## src/rtl/ode_fmt_pkg.sv

```systemverilog
// Shared definitions for the 16-bit scaled word {scale[2:0], mantissa[12:0]}.
// Used by the encoder, the add/sub datapath and the ODE stepper registers.
package ode_fmt_pkg;

  localparam int unsigned WORD_W  = 16;
  localparam int unsigned SCALE_W = 3;
  localparam int unsigned MANT_W  = 13;

  localparam logic [MANT_W-1:0] MANT_MAX = 13'h0FFF;
  localparam logic [MANT_W-1:0] MANT_MIN = 13'h1000;

  typedef enum logic [1:0] {
    StIdle,
    StShift,
    StRound,
    StDone
  } enc_state_e;

  function automatic logic [WORD_W-1:0] pack_word(input logic [SCALE_W-1:0] scale,
                                                  input logic [MANT_W-1:0]  mant);
    return {scale, mant};
  endfunction

  function automatic logic [MANT_W-1:0] sat_mant(input logic neg);
    return neg ? MANT_MIN : MANT_MAX;
  endfunction

endpackage

```

## src/rtl/scaled_fit_check.sv

```systemverilog
// Combinational fit test: the bits above the mantissa sign bit must all equal it.
// Callers pass acc[W-1:12] so the low mantissa bits stay with the caller.
module scaled_fit_check #(
  parameter int unsigned W = 24
) (
  input  logic [W-13:0] upper_i,
  output logic          fits_o
);

  assign fits_o = (&upper_i) | ~(|upper_i);

endmodule

```

## src/rtl/scaled_fp_encoder.sv

```systemverilog
// Iterative fixed-point to scaled-word encoder, one arithmetic right shift per cycle.
// Define SCALED_ENC_ROUND_EN to round half-up on the last shifted-out bit.
module scaled_fp_encoder
  import ode_fmt_pkg::*;
#(
  parameter int unsigned IN_W    = 24,
  parameter int unsigned IN_FRAC = 7
) (
  input  logic              clk,
  input  logic              rst,
  input  logic              in_valid,
  output logic              in_ready,
  input  logic [IN_W-1:0]   in_data,
  output logic              out_valid,
  input  logic              out_ready,
  output logic [WORD_W-1:0] out_data,
  output logic              out_invalid,
  output logic              busy
);

  enc_state_e          state_q, state_d;
  logic [IN_W-1:0]     acc_q, acc_d;
  logic [SCALE_W-1:0]  scale_q, scale_d;
  logic [WORD_W-1:0]   out_data_q, out_data_d;
  logic                out_invalid_q, out_invalid_d;
  logic                acc_fits;

  scaled_fit_check #(
    .W (IN_W)
  ) u_fit_acc (
    .upper_i (acc_q[IN_W-1:12]),
    .fits_o  (acc_fits)
  );

`ifdef SCALED_ENC_ROUND_EN
  logic            guard_q, guard_d;
  logic [IN_W-1:0] sum;
  logic            sum_fits;

  assign sum = acc_q + IN_W'(guard_q);

  scaled_fit_check #(
    .W (IN_W)
  ) u_fit_sum (
    .upper_i (sum[IN_W-1:12]),
    .fits_o  (sum_fits)
  );
`endif

  always_comb begin
    state_d       = state_q;
    acc_d         = acc_q;
    scale_d       = scale_q;
    out_data_d    = out_data_q;
    out_invalid_d = out_invalid_q;
`ifdef SCALED_ENC_ROUND_EN
    guard_d       = guard_q;
`endif
    unique case (state_q)
      StIdle: begin
        if (in_valid) begin
          acc_d   = in_data;
          scale_d = SCALE_W'(IN_FRAC);
`ifdef SCALED_ENC_ROUND_EN
          guard_d = 1'b0;
`endif
          state_d = StShift;
        end
      end
      StShift: begin
        if (acc_fits) begin
`ifdef SCALED_ENC_ROUND_EN
          state_d       = StRound;
`else
          out_data_d    = pack_word(scale_q, acc_q[MANT_W-1:0]);
          out_invalid_d = 1'b0;
          state_d       = StDone;
`endif
        end else if (scale_q != '0) begin
          acc_d   = {acc_q[IN_W-1], acc_q[IN_W-1:1]};
          scale_d = scale_q - 1'b1;
`ifdef SCALED_ENC_ROUND_EN
          guard_d = acc_q[0];
`endif
        end else begin
          out_data_d    = pack_word('0, sat_mant(acc_q[IN_W-1]));
          out_invalid_d = 1'b1;
          state_d       = StDone;
        end
      end
`ifdef SCALED_ENC_ROUND_EN
      StRound: begin
        // Rounding can only overflow at +4095; shift once more and recheck fit
        if (sum_fits) begin
          out_data_d    = pack_word(scale_q, sum[MANT_W-1:0]);
          out_invalid_d = 1'b0;
          state_d       = StDone;
        end else if (scale_q != '0) begin
          acc_d   = {sum[IN_W-1], sum[IN_W-1:1]};
          scale_d = scale_q - 1'b1;
          guard_d = sum[0];
          state_d = StShift;
        end else begin
          out_data_d    = pack_word('0, sat_mant(sum[IN_W-1]));
          out_invalid_d = 1'b1;
          state_d       = StDone;
        end
      end
`endif
      StDone: begin
        if (out_ready) begin
          state_d = StIdle;
        end
      end
      default: state_d = StIdle;
    endcase
  end

  always_ff @(posedge clk or posedge rst) begin
    if (rst) begin
      state_q       <= StIdle;
      acc_q         <= '0;
      scale_q       <= '0;
      out_data_q    <= '0;
      out_invalid_q <= 1'b0;
`ifdef SCALED_ENC_ROUND_EN
      guard_q       <= 1'b0;
`endif
    end else begin
      state_q       <= state_d;
      acc_q         <= acc_d;
      scale_q       <= scale_d;
      out_data_q    <= out_data_d;
      out_invalid_q <= out_invalid_d;
`ifdef SCALED_ENC_ROUND_EN
      guard_q       <= guard_d;
`endif
    end
  end

  assign in_ready    = (state_q == StIdle);
  assign busy        = (state_q != StIdle);
  assign out_valid   = (state_q == StDone);
  assign out_data    = out_data_q;
  assign out_invalid = out_invalid_q;

endmodule

```

## config.mk

```make
export PLATFORM = sky130hd
export DESIGN_NAME = scaled_fp_encoder
export DESIGN_NICKNAME = d
export VERILOG_FILES = /design/src/rtl/ode_fmt_pkg.sv /design/src/rtl/scaled_fit_check.sv /design/src/rtl/scaled_fp_encoder.sv
export SDC_FILE = /design/constraint.sdc
export NUM_CORES = 1
export LEC_CHECK = 0
export CAP_MARGIN = 20
export CORE_MARGIN = 2
export CORE_UTILIZATION = 51
export DETAILED_ROUTE_END_ITERATION = 16
export GPL_ROUTABILITY_DRIVEN = 0
export MAX_ROUTING_LAYER = met4
export PLACE_DENSITY = 0.88
export SLEW_MARGIN = 20
export SYNTH_ARGS = -nofsm -noshare
export SYNTH_HDL_FRONTEND = slang
export SYNTH_SLANG_ARGS = --single-unit
```

## constraint.sdc

```tcl
create_clock -name clk -period 2.35 [get_ports clk]
set_input_delay 0.705 -clock clk [delete_from_list [all_inputs] [get_ports clk]]
set_output_delay 0.705 -clock clk [all_outputs]
set_load 0.005 [all_outputs]
```

Word-level counts from Yosys, hierarchy flattened
Index checks and enable logic that the tools add are counted.

storage, ports and cells
  output and inout port bits = 20
  bits in registers = 46

cells by class
  mux-type cells = 18
  equal/unequal tests = 8
  $add $sub $neg = 1
  reduce and logical (&&, ||, !) cells = 10
  bitwise gates (word level) = 3

operators with widths
  operator                                                number
  case mux 24 bit (2 select lines)                        1
  two-way mux 23 bit                                      2
  two-way mux 16 bit                                      2
  two-way mux 24 bit                                      1
  two-way mux 13 bit                                      1
  AND reduction 12 bit                                    1
  OR reduction 12 bit                                     1
  two-way mux 3 bit                                       3
  two-way mux 2 bit                                       4
  inequality test 2 bit (second input constant)           4
  case mux 2 bit (3 select lines)                         1
  case mux 3 bit (2 select lines)                         1
  AND reduction 3 bit                                     2
  AND reduction 4 bit                                     1
  nonzero test 2 bit                                      2
  inequality test 3 bit (second input constant)           1
  nonzero test 3 bit                                      1
  subtractor 3 x 1 -> 3 bit (second input constant)       1
  equality test 2 x 1 -> 1 bit (second input constant)    1
  equality test 2 bit (second input constant)             1
  logical NOT 2 bit                                       1
  two-way mux 1 bit                                       2
  inequality test 2 x 1 -> 1 bit (second input constant)  1
  inverter 1 bit                                          2
  other kinds (2)                                         2

Depth between registers and ports, before layout
  word-level depth = 5
  depth in mapped cells = 7

Hierarchy
From an unflattened synthesis, not the netlist that was laid out.

second synthesis, totals
  cell total of the unflattened synthesis = 192
  area, all modules = 2,207.1 um^2

modules (own cells, without submodules)
  module             cells each  seq. area each (um^2)  instances  area an instance (um^2)
  scaled_fp_encoder  184         1,151.1                1          2,157.1
  scaled_fit_check   8           0.0                    1          50.0

Worst setup path before layout
OpenSTA, ideal clock, no wires.

  kind = flip-flop to flip-flop
  start point = register scale_q[0]
  end point = register acc_q[0]
  path buffers = 1
  required time = 2.225 ns
  stages on the path, launching flop included = 8
  setup slack = 0.532 ns
  arrival = 1.693 ns
  cells stage by stage = dfrtp_1 -> inv_1 -> ha_1 -> nor2b_1 -> nor2_1 -> a31o_4 -> buf_6 -> mux2_4

between the ends
  longest elaborated chain between the ends = 3

RTL lines
  element                                 line                      text
  start, declared                         scaled_fp_encoder.sv:23   logic [SCALE_W-1:0] scale_q, scale_d;
  start signal, assigned                  scaled_fp_encoder.sv:132  scale_q <= scale_d;
  nonzero test 3 bit                      scaled_fp_encoder.sv:79   end else if (scale_q != '0) begin
  inequality test 2 bit (no source line)  --
  AND reduction 4 bit (no source line)    --
  end signal, assigned                    scaled_fp_encoder.sv:122  acc_q <= '0;
  end signal, assigned                    scaled_fp_encoder.sv:131  acc_q <= acc_d;
  end, declared                           scaled_fp_encoder.sv:22   logic [IN_W-1:0] acc_q, acc_d;

Every way passes these cells.
A chain may end at the register's enable or synchronous reset.

Worst setup path after layout
  start point = register scale_q[0]
  end point = register acc_q[11]

Same word-level chain as after synthesis.

==> flow_summary.toml <==
[floorplan]
coreArea_sq_mm = 0.004324
pin_count = 48
die_w_um = 70.68
die-area_sq_mm = 0.004995
die_h_um = 70.68
row_count = 24
initial_core_util_pct = 52.43

[layout]
final_common_cell = "nand2_1"
synthToLayoutAreaGrowth_pct = 29.69
layout.nets = 294
stdcell_area_sq_mm = 0.002940
final_cell_mix = "71 x nand2_1, 47 x clkdlybuf4s50_1, 46 x dfrtp_1"
fin_util_pct = 68.00
drive_gt1_share_pct = 16.60
n_antenna_cell = 0
fillCellCount = 320

[yosys]
seq_area_frac_synth_pct = 50.77
synth_fp_nets = 243
yosysWarnings = 0
ys_ff_latch = 46
synth.distinct_cells = 30
netlist_area_sq_mm = 0.002267
synthCells = 213
avgSynthCellArea_sq_um = 10.64

[worst_setup_path]
criticalPathCategory = "reg -> reg"
crit_path_start_kind = "flip-flop"
reg2reg_to = "acc_q[11]$_DFFE_PP0P_"
cp_top_family = "simple AND/OR/NAND/NOR gates"
cp_num_buf_inv = 2
rr_startpoint = "scale_q[0]$_DFFE_PP0P_"
crit_arrival_ns = 2.36
cpPeakStageDelay_ns = 0.42
reg2reg_slack_ns = 0.18
reg2reg_depth = 7
worstPathRequired_ns = 2.54
path_max_fanout = 14
slowest_stage = "dfrtp_1"
cp_cell_sequence = "inv_1, ha_1, nor2b_1, nor2_1, a31o_4, buf_12, mux2_4"
end_kind = "flip-flop"

[global_route]
grt-ovfl-total = 0
antenna_found_initial = 0
grt_pass1_vias = 1806
grt_max_degree = 27
grt_util_all_layers_pct = 22.06
grt_pass1_wl_um = 8369

[routing]
drt_iter0_markers = 124
via_count = 1758
wl_per_cell_um = 15.56
drcViolationCount = 0
ant_nets = 0
avgViaCountPerCell = 5.546
dr.pass1.iters = 4
routed_wl_um = 4933

[timing]
final_hold_viol_count = 0
fin_crit_sh_pct = 92.51
max-slew-margin-rel_pct = 52.12
setup_violations = 0
slew_viol_final = 0
period_needed_ns = 2.174
fin_skew_ns = 0.009020
setup_ws_ns = 0.1759
tns_ns = 0
rsz0062_at_grt = "no"
tightest_slew_ns = 0.7128
fmax_mhz = 460.0

[clocking]
cts-hold-fix-buffers = 0
cts_root_buffer = "clkbuf_8"
cts_made_buffers = 5
clock_latency_ns = 0.30
cts_tree = "yes"
cts.sinks = 46
path_clk_slew_ns = 0.09
cts.path.max_buffers = 2
htree_levels = 2

[placed_design]
portBuffers = 47
pre_cts_slack_ns = 0.02517
placed_cell_area_sq_mm = 0.002825
hpwl_um = 3507

[pwr]
pwr-share-comb_pct = 52.6
switching_share_pct = 34.86
power_density_mw_per_mm2 = 1501
p_seq_share_pct = 34.3
power.switching_uw = 1538
clockPowerShare_pct = 13.1
power.leakage_uw = 0.001414
p_int_uw = 2874
ir_drop_uv = 907.4

[min_path]
hold_depth = 1
hold_path.class = "reg -> reg"
worstHoldStart = "out_data[15]$_DFFE_PP0P_"
hold_end = "out_data[15]$_DFFE_PP0P_"

[run_status]
outcome = "complete, no violations"

[run]
max-cap-violations = 0
routing by layer:
layer  vias up  wire length (um)  global-route usage [%]
met2        42              2523                   36.79
met3        10               206                   5.413
met5         -                 0                       -
li1        839                 -                       -
met1       867              2129                   26.27
met4         0                74                   7.547
flip-flops by register name, indices dropped and copies added, names as in the netlist:
signal and cells:
state_q 2, acc_q 24, scale_q 3, out_data 16
out_invalid 1
metrics by stage:
step | hold slack, ns | power, uW | instances
after detailed placement | 0.4947 | 3839 | 309
after CTS | 0.5144 | 4433 | 317
after global placement | 0.4899 | 3706 | 309
after global routing | 0.5340 | 4726 | 317
final | 0.5138 | 4412 | 317
after floorplan | 0.4727 | 3121 | 213
Yosys cell counts:
cell / number / area [sq um]
nand2_1: 71 / 266.5
dfrtp_1: 46 / 1151
mux2_4: 20 / 300.3
a221o_1: 12 / 120.1
inv_1: 6 / 22.52
nor2_1: 6 / 22.52
a21oi_1: 4 / 20.02
buf_1: 4 / 15.01
mux2_2: 4 / 45.04
nand4_1: 4 / 25.02
nor4_1: 4 / 25.02
clkbuf_1: 3 / 11.26
mux2i_1: 3 / 30.03
a22o_1: 2 / 17.52
and3_1: 2 / 12.51
buf_2: 2 / 10.01
buf_6: 2 / 22.52
ha_1: 2 / 25.02
nand2b_1: 2 / 12.51
nor2b_1: 2 / 12.51
nor3_1: 2 / 10.01
o21ai_0: 2 / 10.01
a21oi_2: 1 / 8.760
a2bb2oi_1: 1 / 8.760
a31o_4: 1 / 17.52
and2_0: 1 / 6.260
nand3_1: 1 / 5.000
o31ai_2: 1 / 12.51
o32a_1: 1 / 10.01
or3_4: 1 / 11.26
worst max path at each step:
stage | from | end | cells past startpoint
finish | scale_q[0]$_DFFE_PP0P_ | acc_q[11]$_DFFE_PP0P_ | 7
floorplan | scale_q[0]$_DFFE_PP0P_ | acc_q[0]$_DFFE_PP0P_ | 7
global route | scale_q[0]$_DFFE_PP0P_ | acc_q[11]$_DFFE_PP0P_ | 7
CTS | state_q[1]$_DFFE_PP0P_ | in_ready | 2
global placement | in_valid | acc_q[11]$_DFFE_PP0P_ | 5
detailed placement | scale_q[0]$_DFFE_PP0P_ | out_data[5]$_DFFE_PP0P_ | 6
logic make-up (layout without fill, tap and decap cells):
kind of cell | after synthesis | in the layout | synth area share, %
simple gates | 96 | 96 | 18.05
flops | 46 | 46 | 50.77
mux | 27 | 27 | 16.56
compound gates | 25 | 25 | 9.934
buf+inv | 17 | 69 | 3.587
fa+ha+maj | 2 | 2 | 1.104
what timing repair did:
item,CTS,global route
endpoints found under the setup margin,1,0
gates resized for setup,1,0
buffers inserted,0,0
worst reg2reg max path: cells and delay by family (launching register included):
family | cells | cell delay [ns]
AO/OA/AOI/OAI | 1 | 0.34
adder cells (fa/ha/maj) | 1 | 0.20
buffers and inverters | 2 | 0.28
flip-flops | 1 | 0.42
multiplexers | 1 | 0.30
AND/OR/NAND/NOR | 2 | 0.51
power by group through the flow:
stage               registers, uW  clock network (uW)  logic, uW
detailed placement           1520                   0       2320
CTS                          1510                 587       2340
finish                       1510                 577       2320
global placement             1500                   0       2210
floorplan                    1440                   0       1680
global route                 1570                 628       2530
cell type report:
cell class / count / area [sq um] / share of cell area, %
multi-input cells: 150 / 1052 / 35.79
clock inverters: 1 / 30.03 / 1.021
flip-flops and latches: 46 / 1151 / 39.15
inverters: 6 / 22.52 / 0.7660
clock buffers: 7 / 76.32 / 2.596
repair buffers: 55 / 543.0 / 18.47
well taps: 52 / 65.06 / 2.213
Power figures use the tool's default switching activity.
